<file path="config.mk">
export PLATFORM = sky130hd
export DESIGN_NAME = ccff_loader
export DESIGN_NICKNAME = d
export VERILOG_FILES = /design/src/rtl/ccff_loader.sv
export SDC_FILE = /design/constraint.sdc
export NUM_CORES = 1
export LEC_CHECK = 0
export BUFFER_PORTS_ARGS = -buffer_cell sky130_fd_sc_hd__buf_2
export CELL_PAD_IN_SITES_DETAIL_PLACEMENT = 1
export CELL_PAD_IN_SITES_GLOBAL_PLACEMENT = 1
export CORE_MARGIN = 4
export CORE_UTILIZATION = 49
export CTS_BUF_LIST = sky130_fd_sc_hd__clkbuf_4 sky130_fd_sc_hd__clkbuf_8 sky130_fd_sc_hd__clkbuf_16
export DETAILED_ROUTE_END_ITERATION = 8
export GPL_TIMING_DRIVEN = 0
export PLACE_DENSITY_LB_ADDON = 0.15
export SYNTH_ARGS = -nofsm -noshare
export SYNTH_HDL_FRONTEND = slang
export SYNTH_SLANG_ARGS = --single-unit
</file>
<file path="constraint.sdc">
create_clock -name prog_clk -period 3.6 [get_ports prog_clk]
set_input_delay 0.72 -clock prog_clk [delete_from_list [all_inputs] [get_ports prog_clk]]
set_output_delay 0.72 -clock prog_clk [all_outputs]
set_load 0.01 [all_outputs]
</file>
<file path="src/rtl/ccff_loader.sv">
// rtl/ccff_loader.sv - host-side configuration-chain loader with pad isolation control
// Optional readback verify of the chain is built when CCFF_LOADER_READBACK_EN is defined.
module ccff_loader #(
    parameter int CHAIN_LEN = 9,
    parameter int WORD_W    = 8,
    parameter int CNT_W     = 16
) (
    input  logic              prog_clk,
    input  logic              pReset_n,
    input  logic              start,
    input  logic              wr_valid,
    input  logic [WORD_W-1:0] wr_data,
    output logic              wr_ready,
    output logic              ccff_head,
    input  logic              ccff_tail,
    output logic              config_enable,
    output logic              IO_ISOL_N,
    output logic              busy,
    output logic              done,
    output logic              err
);
    localparam int N_WORDS = (CHAIN_LEN + WORD_W - 1) / WORD_W;
    localparam int IDX_W   = (WORD_W > 1) ? $clog2(WORD_W) : 1;
    localparam int WCNT_W  = $clog2(N_WORDS + 1);
    localparam logic [CNT_W-1:0]  LAST_CNT    = CNT_W'(CHAIN_LEN);
    localparam logic [IDX_W-1:0]  LAST_IDX    = IDX_W'(WORD_W - 1);
    localparam logic [WCNT_W-1:0] WORDS_TOTAL = WCNT_W'(N_WORDS);

    typedef enum logic [1:0] {
        S_IDLE   = 2'd0,
        S_LOAD   = 2'd1,
        S_VERIFY = 2'd2,
        S_FIN    = 2'd3
    } state_t;

    state_t              state_q;
    logic [WORD_W-1:0]   buf_q;
    logic                buf_vld_q;
    logic [IDX_W-1:0]    idx_q;
    logic [CNT_W-1:0]    cnt_q;
    logic [WCNT_W-1:0]   words_q;
    logic                head_q;
    logic                en_q;
    logic                iso_q;
    logic                busy_q;
    logic                done_q;

    logic                last_bit;
    logic                hs;
    logic [CNT_W-1:0]    cnt_d;

    // The buffer can take the next word while its final bit is being shifted,
    // which is what keeps back-to-back words gapless.
    assign last_bit = buf_vld_q && (idx_q == LAST_IDX);
    assign wr_ready = (state_q == S_LOAD) && (words_q != WORDS_TOTAL) && (!buf_vld_q || last_bit);
    assign hs       = wr_valid && wr_ready;
    assign cnt_d    = (cnt_q == LAST_CNT) ? cnt_q : cnt_q + 1'b1;

`ifdef CCFF_LOADER_READBACK_EN
    logic [15:0]      crc_ld_q;
    logic [15:0]      crc_vf_q;
    logic [CNT_W-1:0] vcnt_q;
    logic             err_q;

    function automatic logic [15:0] crc_step(input logic [15:0] c, input logic b);
        crc_step = {c[14:0], 1'b0} ^ ((c[15] ^ b) ? 16'h1021 : 16'h0000);
    endfunction

    assign err = err_q;
`else
    logic unused_tail;
    assign unused_tail = ccff_tail;
    assign err         = 1'b0;
`endif

    always_ff @(posedge prog_clk or negedge pReset_n) begin
        if (!pReset_n) begin
            state_q   <= S_IDLE;
            buf_q     <= '0;
            buf_vld_q <= 1'b0;
            idx_q     <= '0;
            cnt_q     <= '0;
            words_q   <= '0;
            head_q    <= 1'b0;
            en_q      <= 1'b0;
            iso_q     <= 1'b0;
            busy_q    <= 1'b0;
            done_q    <= 1'b0;
`ifdef CCFF_LOADER_READBACK_EN
            crc_ld_q  <= 16'hFFFF;
            crc_vf_q  <= 16'hFFFF;
            vcnt_q    <= '0;
            err_q     <= 1'b0;
`endif
        end else begin
            done_q <= 1'b0;
            case (state_q)
                S_IDLE: begin
                    en_q <= 1'b0;
                    if (start) begin
                        state_q   <= S_LOAD;
                        busy_q    <= 1'b1;
                        iso_q     <= 1'b0;
                        cnt_q     <= '0;
                        words_q   <= '0;
                        buf_vld_q <= 1'b0;
                        idx_q     <= '0;
`ifdef CCFF_LOADER_READBACK_EN
                        err_q     <= 1'b0;
                        crc_ld_q  <= 16'hFFFF;
                        crc_vf_q  <= 16'hFFFF;
                        vcnt_q    <= '0;
`endif
                    end
                end
                S_LOAD: begin
                    if (hs) begin
                        words_q <= words_q + 1'b1;
                        buf_q   <= wr_data;
                    end
                    if (buf_vld_q) begin
                        head_q <= buf_q[idx_q];
                        en_q   <= 1'b1;
                        cnt_q  <= cnt_d;
                        idx_q  <= last_bit ? '0 : idx_q + 1'b1;
`ifdef CCFF_LOADER_READBACK_EN
                        crc_ld_q <= crc_step(crc_ld_q, buf_q[idx_q]);
`endif
                        if (cnt_d == LAST_CNT) begin
                            buf_vld_q <= 1'b0;
`ifdef CCFF_LOADER_READBACK_EN
                            state_q   <= S_VERIFY;
`else
                            state_q   <= S_FIN;
`endif
                        end else if (last_bit) begin
                            buf_vld_q <= hs;
                        end
                    end else begin
                        en_q <= 1'b0;
                        if (hs) begin
                            buf_vld_q <= 1'b1;
                            idx_q     <= '0;
                        end
                    end
                end
`ifdef CCFF_LOADER_READBACK_EN
                // The registered head is an extra stage in the recirculation loop, so
                // sample the tail only on idle cycles to keep the ring CHAIN_LEN long.
                S_VERIFY: begin
                    if (en_q) begin
                        en_q <= 1'b0;
                        if (vcnt_q == LAST_CNT) begin
                            err_q   <= (crc_vf_q != crc_ld_q);
                            state_q <= S_FIN;
                        end
                    end else begin
                        head_q   <= ccff_tail;
                        en_q     <= 1'b1;
                        crc_vf_q <= crc_step(crc_vf_q, ccff_tail);
                        vcnt_q   <= vcnt_q + 1'b1;
                    end
                end
`endif
                S_FIN: begin
                    en_q    <= 1'b0;
                    done_q  <= 1'b1;
                    iso_q   <= 1'b1;
                    busy_q  <= 1'b0;
                    state_q <= S_IDLE;
                end
                default: begin
                    en_q    <= 1'b0;
                    state_q <= S_IDLE;
                end
            endcase
        end
    end

    assign ccff_head     = head_q;
    assign config_enable = en_q;
    assign IO_ISOL_N     = iso_q;
    assign busy          = busy_q;
    assign done          = done_q;

endmodule

</file>
Yosys cells after proc, flatten, opt, wreduce, memory -nomap -nowiden
Index checks and enable logic that the tools add are counted.
{ "totals": {"register_bits": 37, "inputBits": 13, "out_inout_bits": 7} }
{ "op_classes": {"addsub": 3, "magnitude_cmp": 1, "eq_ne": 11, "muxes": 30, "n_reduce_logical": 17} }
{ "op_table": {"columns": ["operator", "count"], "rows": [
  ["2-to-1 mux 16 bit", 3],
  ["equality test 16 x 4 -> 1 bit, second input constant", 2],
  ["case mux 16 bit (2 select lines)", 1],
  ["adder 16 x 1 -> 16 bit, second input constant", 1],
  ["2-to-1 mux 3 bit", 4],
  ["AND reduction 3 bit", 4],
  ["2-to-1 mux 1 bit", 10],
  ["2-to-1 mux 2 bit", 5],
  ["!= test 2 bit, second input constant", 4],
  ["case mux 2 bit (2 select lines)", 2],
  ["AND reduction 2 bit", 4],
  ["case mux 1 bit (2 select lines)", 3],
  ["case mux 3 bit (2 select lines)", 1],
  ["logical AND 1 bit", 4],
  ["less-than comparator 3 x 4 -> 1 bit, second input constant", 1],
  ["nonzero test 2 bit", 2],
  ["adder 3 x 1 -> 3 bit, second input constant", 1],
  ["binary-select mux 1 bit (select 3 bit)", 1],
  ["equality test 3 bit, second input constant", 1],
  ["!= test 3 bit, second input constant", 1],
  ["adder 2 x 1 -> 2 bit, second input constant", 1],
  ["equality test 2 x 1 -> 1 bit, second input constant", 1],
  ["equality test 2 bit, second input constant", 1],
  ["zero test 2 bit", 1],
  ["other kinds (3)", 3]
]} }

Longest topological paths before layout
{ "depth": {"word_depth": 9, "mapped_depth": 8, "mapped_depth_nobuf": 8} }

Least setup slack after synthesis
OpenSTA, ideal clock, no wires.
{ "synth_path": {"path_kind": "register -> register", "from": "reg idx_q[0]", "to": "reg buf_q[1]", "setup_time_ns": 0.125, "arrival_time_ns": 2.142, "t_required_ns": 3.475, "path_slack_ns": 1.334, "stages_incl_launch_ff": 8, "path_buffers": 1, "period_less_slack_ns": 2.266, "path_cell_list": "dfrtp_1 -> ha_1 -> ha_1 -> nor2b_1 -> nor4b_1 -> nand2_1 -> clkbuf_1 -> mux2_2"} }
{ "synth_between": {"elab_chain_cells": 6} }
{ "synth_rtl": {"columns": ["element", "line_no", "rtl"], "rows": [
  ["from (decl)", "39", "logic [IDX_W-1:0] idx_q;"],
  ["from (signal assigned)", "125", "idx_q <= last_bit ? '0 : idx_q + 1'b1;"],
  ["equality test 3 bit", "54", "assign last_bit = buf_vld_q && (idx_q == LAST_IDX);"],
  ["logical AND 1 bit", "54", null],
  ["logical OR 1 bit", "55", "assign wr_ready = (state_q == S_LOAD) && (words_q != WORDS_TOTAL) && (!buf_vld_q || last_bit);"],
  ["logical AND 1 bit", "55", null],
  ["via wr_ready", "13", "output logic wr_ready,"],
  ["logical AND 1 bit", "56", "assign hs = wr_valid && wr_ready;"],
  ["AND reduction 2 bit (no source line)", null, null],
  ["to (signal assigned)", "119", "buf_q <= wr_data;"],
  ["to (decl)", "37", "logic [WORD_W-1:0] buf_q;"]
]} }
The timed path passes the listed nets, and every way through them passes these cells.
A chain may end at the register's enable or synchronous reset.

Worst setup path after layout
{ "layout_path": {"from": "reg idx_q[0]", "to": "out wr_ready"} }
{ "layout_between": {"elab_chain_cells": 4} }
{ "layout_rtl": {"columns": ["element", "line_no"], "rows": [
  ["equality test 3 bit", "54"],
  ["logical AND 1 bit", "54"],
  ["logical OR 1 bit", "55"],
  ["logical AND 1 bit", "55"],
  ["to (decl)", "13"]
]} }
Every way passes these cells.

==> Flow_metrics.wiki <==
{| class="wikitable"
! Metric !! Value
|-
| Crit path max-delay cell type || sky130_fd_sc_hd__dfrtp_1
|-
| Total clock buffers created by CTS || 5
|-
| Area of the die || 0.005391 mm²
|-
| Clk_skew || 0.004270 ns
|-
| Worst Setup Slack, final || 1.067 ns
|-
| Number of synthesized flops with an enable pin || 0
|-
| Relative contribution of combinational cells to total power || 42.7%
|-
| Cell accounting for the most synthesized area || sky130_fd_sc_hd__dfrtp_1
|-
| Post-CTS Setup Bufs || 0
|-
| Critical path capture point type || output pin
|-
| Capture endpoint of the worst hold path || buf_q[5]$_DFFE_PN0P_
|-
| Setup repair after global routing missed its margin || false
|-
| Total number of H-tree levels || 2
|-
| Net switching component of the power || 0.7537 mW
|-
| Drt via density || 6.140
|-
| Antenna violations before repair || 0
|-
| Worst setup path class || reg2out
|-
| Number of input and output port buffers inserted || 17
|-
| Hold Startpoint || buf_q[5]$_DFFE_PN0P_
|-
| Max frequency || 394.7 MHz
|-
| Mean Syn Cell Area || 9.619 µm²
|-
| Crit-path most repeated cell || sky130_fd_sc_hd__ha_1
|-
| Number of gates on the worst path with buffers counted || 5
|-
| Critical path data arrival time || 1.81 ns
|-
| Most instantiated library cell after synthesis || sky130_fd_sc_hd__dfrtp_1
|-
| Reg-to-reg critical path startpoint || cnt_q[0]$_DFFE_PN0P_
|-
| Clock slew at reported path FFs || 0.08 ns
|-
| Wire length per cell after detailed routing || 19.04 µm
|-
| Worst max-slew margin expressed relative to the limit || 43.61%
|-
| Via count of the first global-routing pass || 1,897
|-
| Post-cts sizing count || 0
|-
| Net count, final || 260
|-
| Sequential share of the synthesized area || 44.15%
|-
| Net Count, Synth || 236
|-
| Cells after synthesis || 218
|-
| Via count || 1,799
|-
| First-iteration detailed-routing DRC count || 121
|-
| First-pass GRT wire length || 9.459 mm
|-
| Worst flop-to-flop path endpoint || state_q[1]$_DFFE_PN0P_
|-
| Most used flip-flop cell after synthesis || sky130_fd_sc_hd__dfrtp_1
|-
| Worst hold slack || 0.5149 ns
|-
| Setup slack of the worst register-to-register path || 1.19 ns
|-
| Detailed-router iteration count before antenna repair || 4
|-
| Critical path, cell by cell || ha_1 > ha_1 > nor2b_1 > nor4b_1 > buf_2
|-
| Sequential group share of total power || 36.6%
|-
| Core ar. || 0.004058 mm²
|-
| Worst-case clock buffer depth || 2
|-
| Clock latency of the later-clocked register in the worst-skew pair || 0.30 ns
|-
| Synth top area share || 44.15%
|-
| Proportion of power drawn by the clock network || 20.7%
|-
| Path category of the worst min-delay check || reg2reg
|-
| Layout cell share with drive strength beyond 1 || 18.93%
|-
| Cell depth of the worst flop-to-flop path || 7
|-
| Kind of launch point of the worst setup path || flip-flop
|-
| Buffers & Inverters on Critical Path || 1
|-
| Half-perimeter wire length after detailed placement || 4.096 mm
|-
| Biggest area contributors in the synthesized netlist || sky130_fd_sc_hd__dfrtp_1 (44%), sky130_fd_sc_hd__o21ai_0 (7.4%), sky130_fd_sc_hd__mux2_2 (4.3%)
|-
| Layout Utilization || 58.28%
|-
| Post-detailed-route DRC marker count || 0
|-
| Initial core utilization || 51.68%
|-
| TNS Setup || 0 ns
|-
| Die extent in x || 73.42 µm
|-
| RePlAce Congestion || 0.8124
|-
| Total inserted antenna cells || 0
|-
| Worst IR drop on VDD || 0.3740 mV
|-
| Final Total Pwr || 1.871 mW
|-
| Number of routed nets with antenna violations || 0
|-
| Count of boundary I/O pins || 20
|-
| Chip Height || 73.42 µm
|-
| Hold Path Depth || 1
|-
| Pre-CTS WS || 1.197 ns
|-
| Number of register bits inferred by synthesis || 37
|-
| Crit Path Max Fanout || 5
|-
| Category of cells accounting for the largest share of critical-path delay || simple AND/OR/NAND/NOR gates
|-
| Ratio of total power to cell area || 791.0 mW/mm²
|-
| Actual transition at the worst max-transition pin || 0.8459 ns
|-
| Root Buffer Master || sky130_fd_sc_hd__clkbuf_8
|-
| Number of maximum-capacitance constraint violations || 0
|-
| Switching Fraction || 40.29%
|-
| Max incr delay on CP || 0.46 ns
|-
| Leakage component of the power || 1.079 nW
|-
| Status || completed
|-
| Design internal power || 1.117 mW
|-
| Maximum number of pins on one net before global-route repair || 38
|-
| Final Cycle Share || 70.37%
|-
| Number of distinct library cell variants in the gate-level netlist after synthesis || 46
|-
| Aggregate global-route resource usage || 23.22%
|-
| Number of max-slew violations in the final report || 0
|-
| GRT Residual Overflow || 0
|-
| Standard-cell row count || 23
|-
| Hold buffer count at cts || 0
|-
| Final Critical Period || 2.533 ns
|-
| Layout overhead on the synthesized area || 12.77%
|-
| Total number of yosys warnings || 0
|-
| Post-Synthesis Cell Area || 0.002097 mm²
|-
| Count of final hold-check violations || 0
|-
| Proportion of synthesized flip-flops having asynchronous set or reset || 100.0%
|-
| Sum of routed wire length over all layers || 5.578 mm
|-
| Count of endpoints failing setup in the final report || 0
|-
| CTS tree || yes
|-
| Commonest cells post-synth || sky130_fd_sc_hd__dfrtp_1 (37), sky130_fd_sc_hd__o21ai_0 (31), sky130_fd_sc_hd__nand2_1 (18)
|-
| Count of clock tree sinks || 37
|-
| Data required, critical path || 2.88 ns
|}
## worst reg2reg max path, delay by kind of cell (launching register included)
family	cells	cell delay [ns]
simple gates	4	1.12
compound gates	1	0.37
flops	1	0.51
xor+xnor	1	0.12
fa+ha+maj	1	0.24
## layout by cell type (no fill, tap or decap), types with 4 or more instances in the layout
cell type | synthesis | routed
sky130_fd_sc_hd__dfrtp_1 | 37 | 37
sky130_fd_sc_hd__o21ai_0 | 31 | 31
sky130_fd_sc_hd__buf_2 | 4 | 21
sky130_fd_sc_hd__nand2_1 | 18 | 18
sky130_fd_sc_hd__nor2_1 | 16 | 16
sky130_fd_sc_hd__clkbuf_1 | 10 | 10
sky130_fd_sc_hd__a21oi_1 | 9 | 9
sky130_fd_sc_hd__mux2_2 | 8 | 8
sky130_fd_sc_hd__inv_1 | 7 | 7
sky130_fd_sc_hd__nand3_1 | 7 | 7
sky130_fd_sc_hd__clkbuf_8 | 0 | 6
sky130_fd_sc_hd__ha_1 | 5 | 5
sky130_fd_sc_hd__and3_1 | 4 | 4
sky130_fd_sc_hd__nand4_1 | 4 | 4
sky130_fd_sc_hd__a31oi_1 | 4 | 4
## state kept, by name, indices dropped and copies added, names as in the netlist
signal / flops
cnt_q: 16
buf_q: 8
idx_q: 3
state_q: 2
words_q: 2
IO_ISOL_N: 1
buf_vld_q: 1
busy: 1
ccff_head: 1
config_enable: 1
done: 1
## cell families after synthesis
logic type | count (synthesis) | synth area share [%]
DFF | 37 | 44.15
adders and majority gates | 5 | 2.983
and+or+nand+nor | 73 | 20.23
muxes | 13 | 7.876
AOI/OAI and AO/OA | 62 | 18.20
xor gates and xnor gates | 4 | 1.671
buffers and inverters | 23 | 4.714
other | 1 | 0.1788
## power by group through the flow
| stage | clock (mW) | sequential [mW] | combinational (mW) |
|---|---|---|---|
| 6_report | 0.388 | 0.684 | 0.799 |
| 5_1_grt | 0.413 | 0.707 | 0.895 |
| 4_1_cts | 0.392 | 0.685 | 0.809 |
| 3_5_place_dp | 0 | 0.692 | 0.804 |
| 3_3_place_gp | 0 | 0.672 | 0.735 |
| 2_1_floorplan | 0 | 0.664 | 0.559 |
## layer usage
metal | share of wire (%) | up-vias | global-route usage, %
met5 | 0 | - | 0
met4 | 2.2 | 0 | 7.445
met3 | 5.0 | 13 | 6.019
met2 | 51 | 47 | 40.12
met1 | 42 | 904 | 28.14
li1 | - | 835 | -
## worst max-delay path by stage
stage / start / slack [ns] / end
finish: idx_q[0]$_DFFE_PN0P_ / 1.07 / wr_ready
global route: idx_q[0]$_DFFE_PN0P_ / 0.92 / wr_ready
CTS: idx_q[0]$_DFFE_PN0P_ / 1.05 / wr_ready
detailed placement: cnt_q[0]$_DFFE_PN0P_ / 1.20 / buf_vld_q$_DFFE_PN0P_
global placement: cnt_q[0]$_DFFE_PN0P_ / 1.36 / buf_vld_q$_DFFE_PN0P_
floorplan: idx_q[0]$_DFFE_PN0P_ / 1.33 / buf_q[1]$_DFFE_PN0P_
## cell type report
type | count | area (µm²)
fillers | 478 | 1693
inverters | 7 | 26.28
repair buffers | 17 | 85.08
well taps | 50 | 62.56
flip-flops and latches | 37 | 925.9
multi-input cells | 158 | 1072
clock buffers | 6 | 82.58
plain buffers | 16 | 72.57
clock inverters | 2 | 37.54
## per-stage QoR
| step | std cells | area [µm²] |
|---|---|---|
| 2_1_floorplan | 218 | 2097 |
| 3_3_place_gp | 285 | 2245 |
| 3_5_place_dp | 285 | 2245 |
| 4_1_cts | 293 | 2365 |
| 5_1_grt | 293 | 2365 |
| 6_report | 293 | 2365 |
No activity file was read; power rests on OpenSTA's default activity.
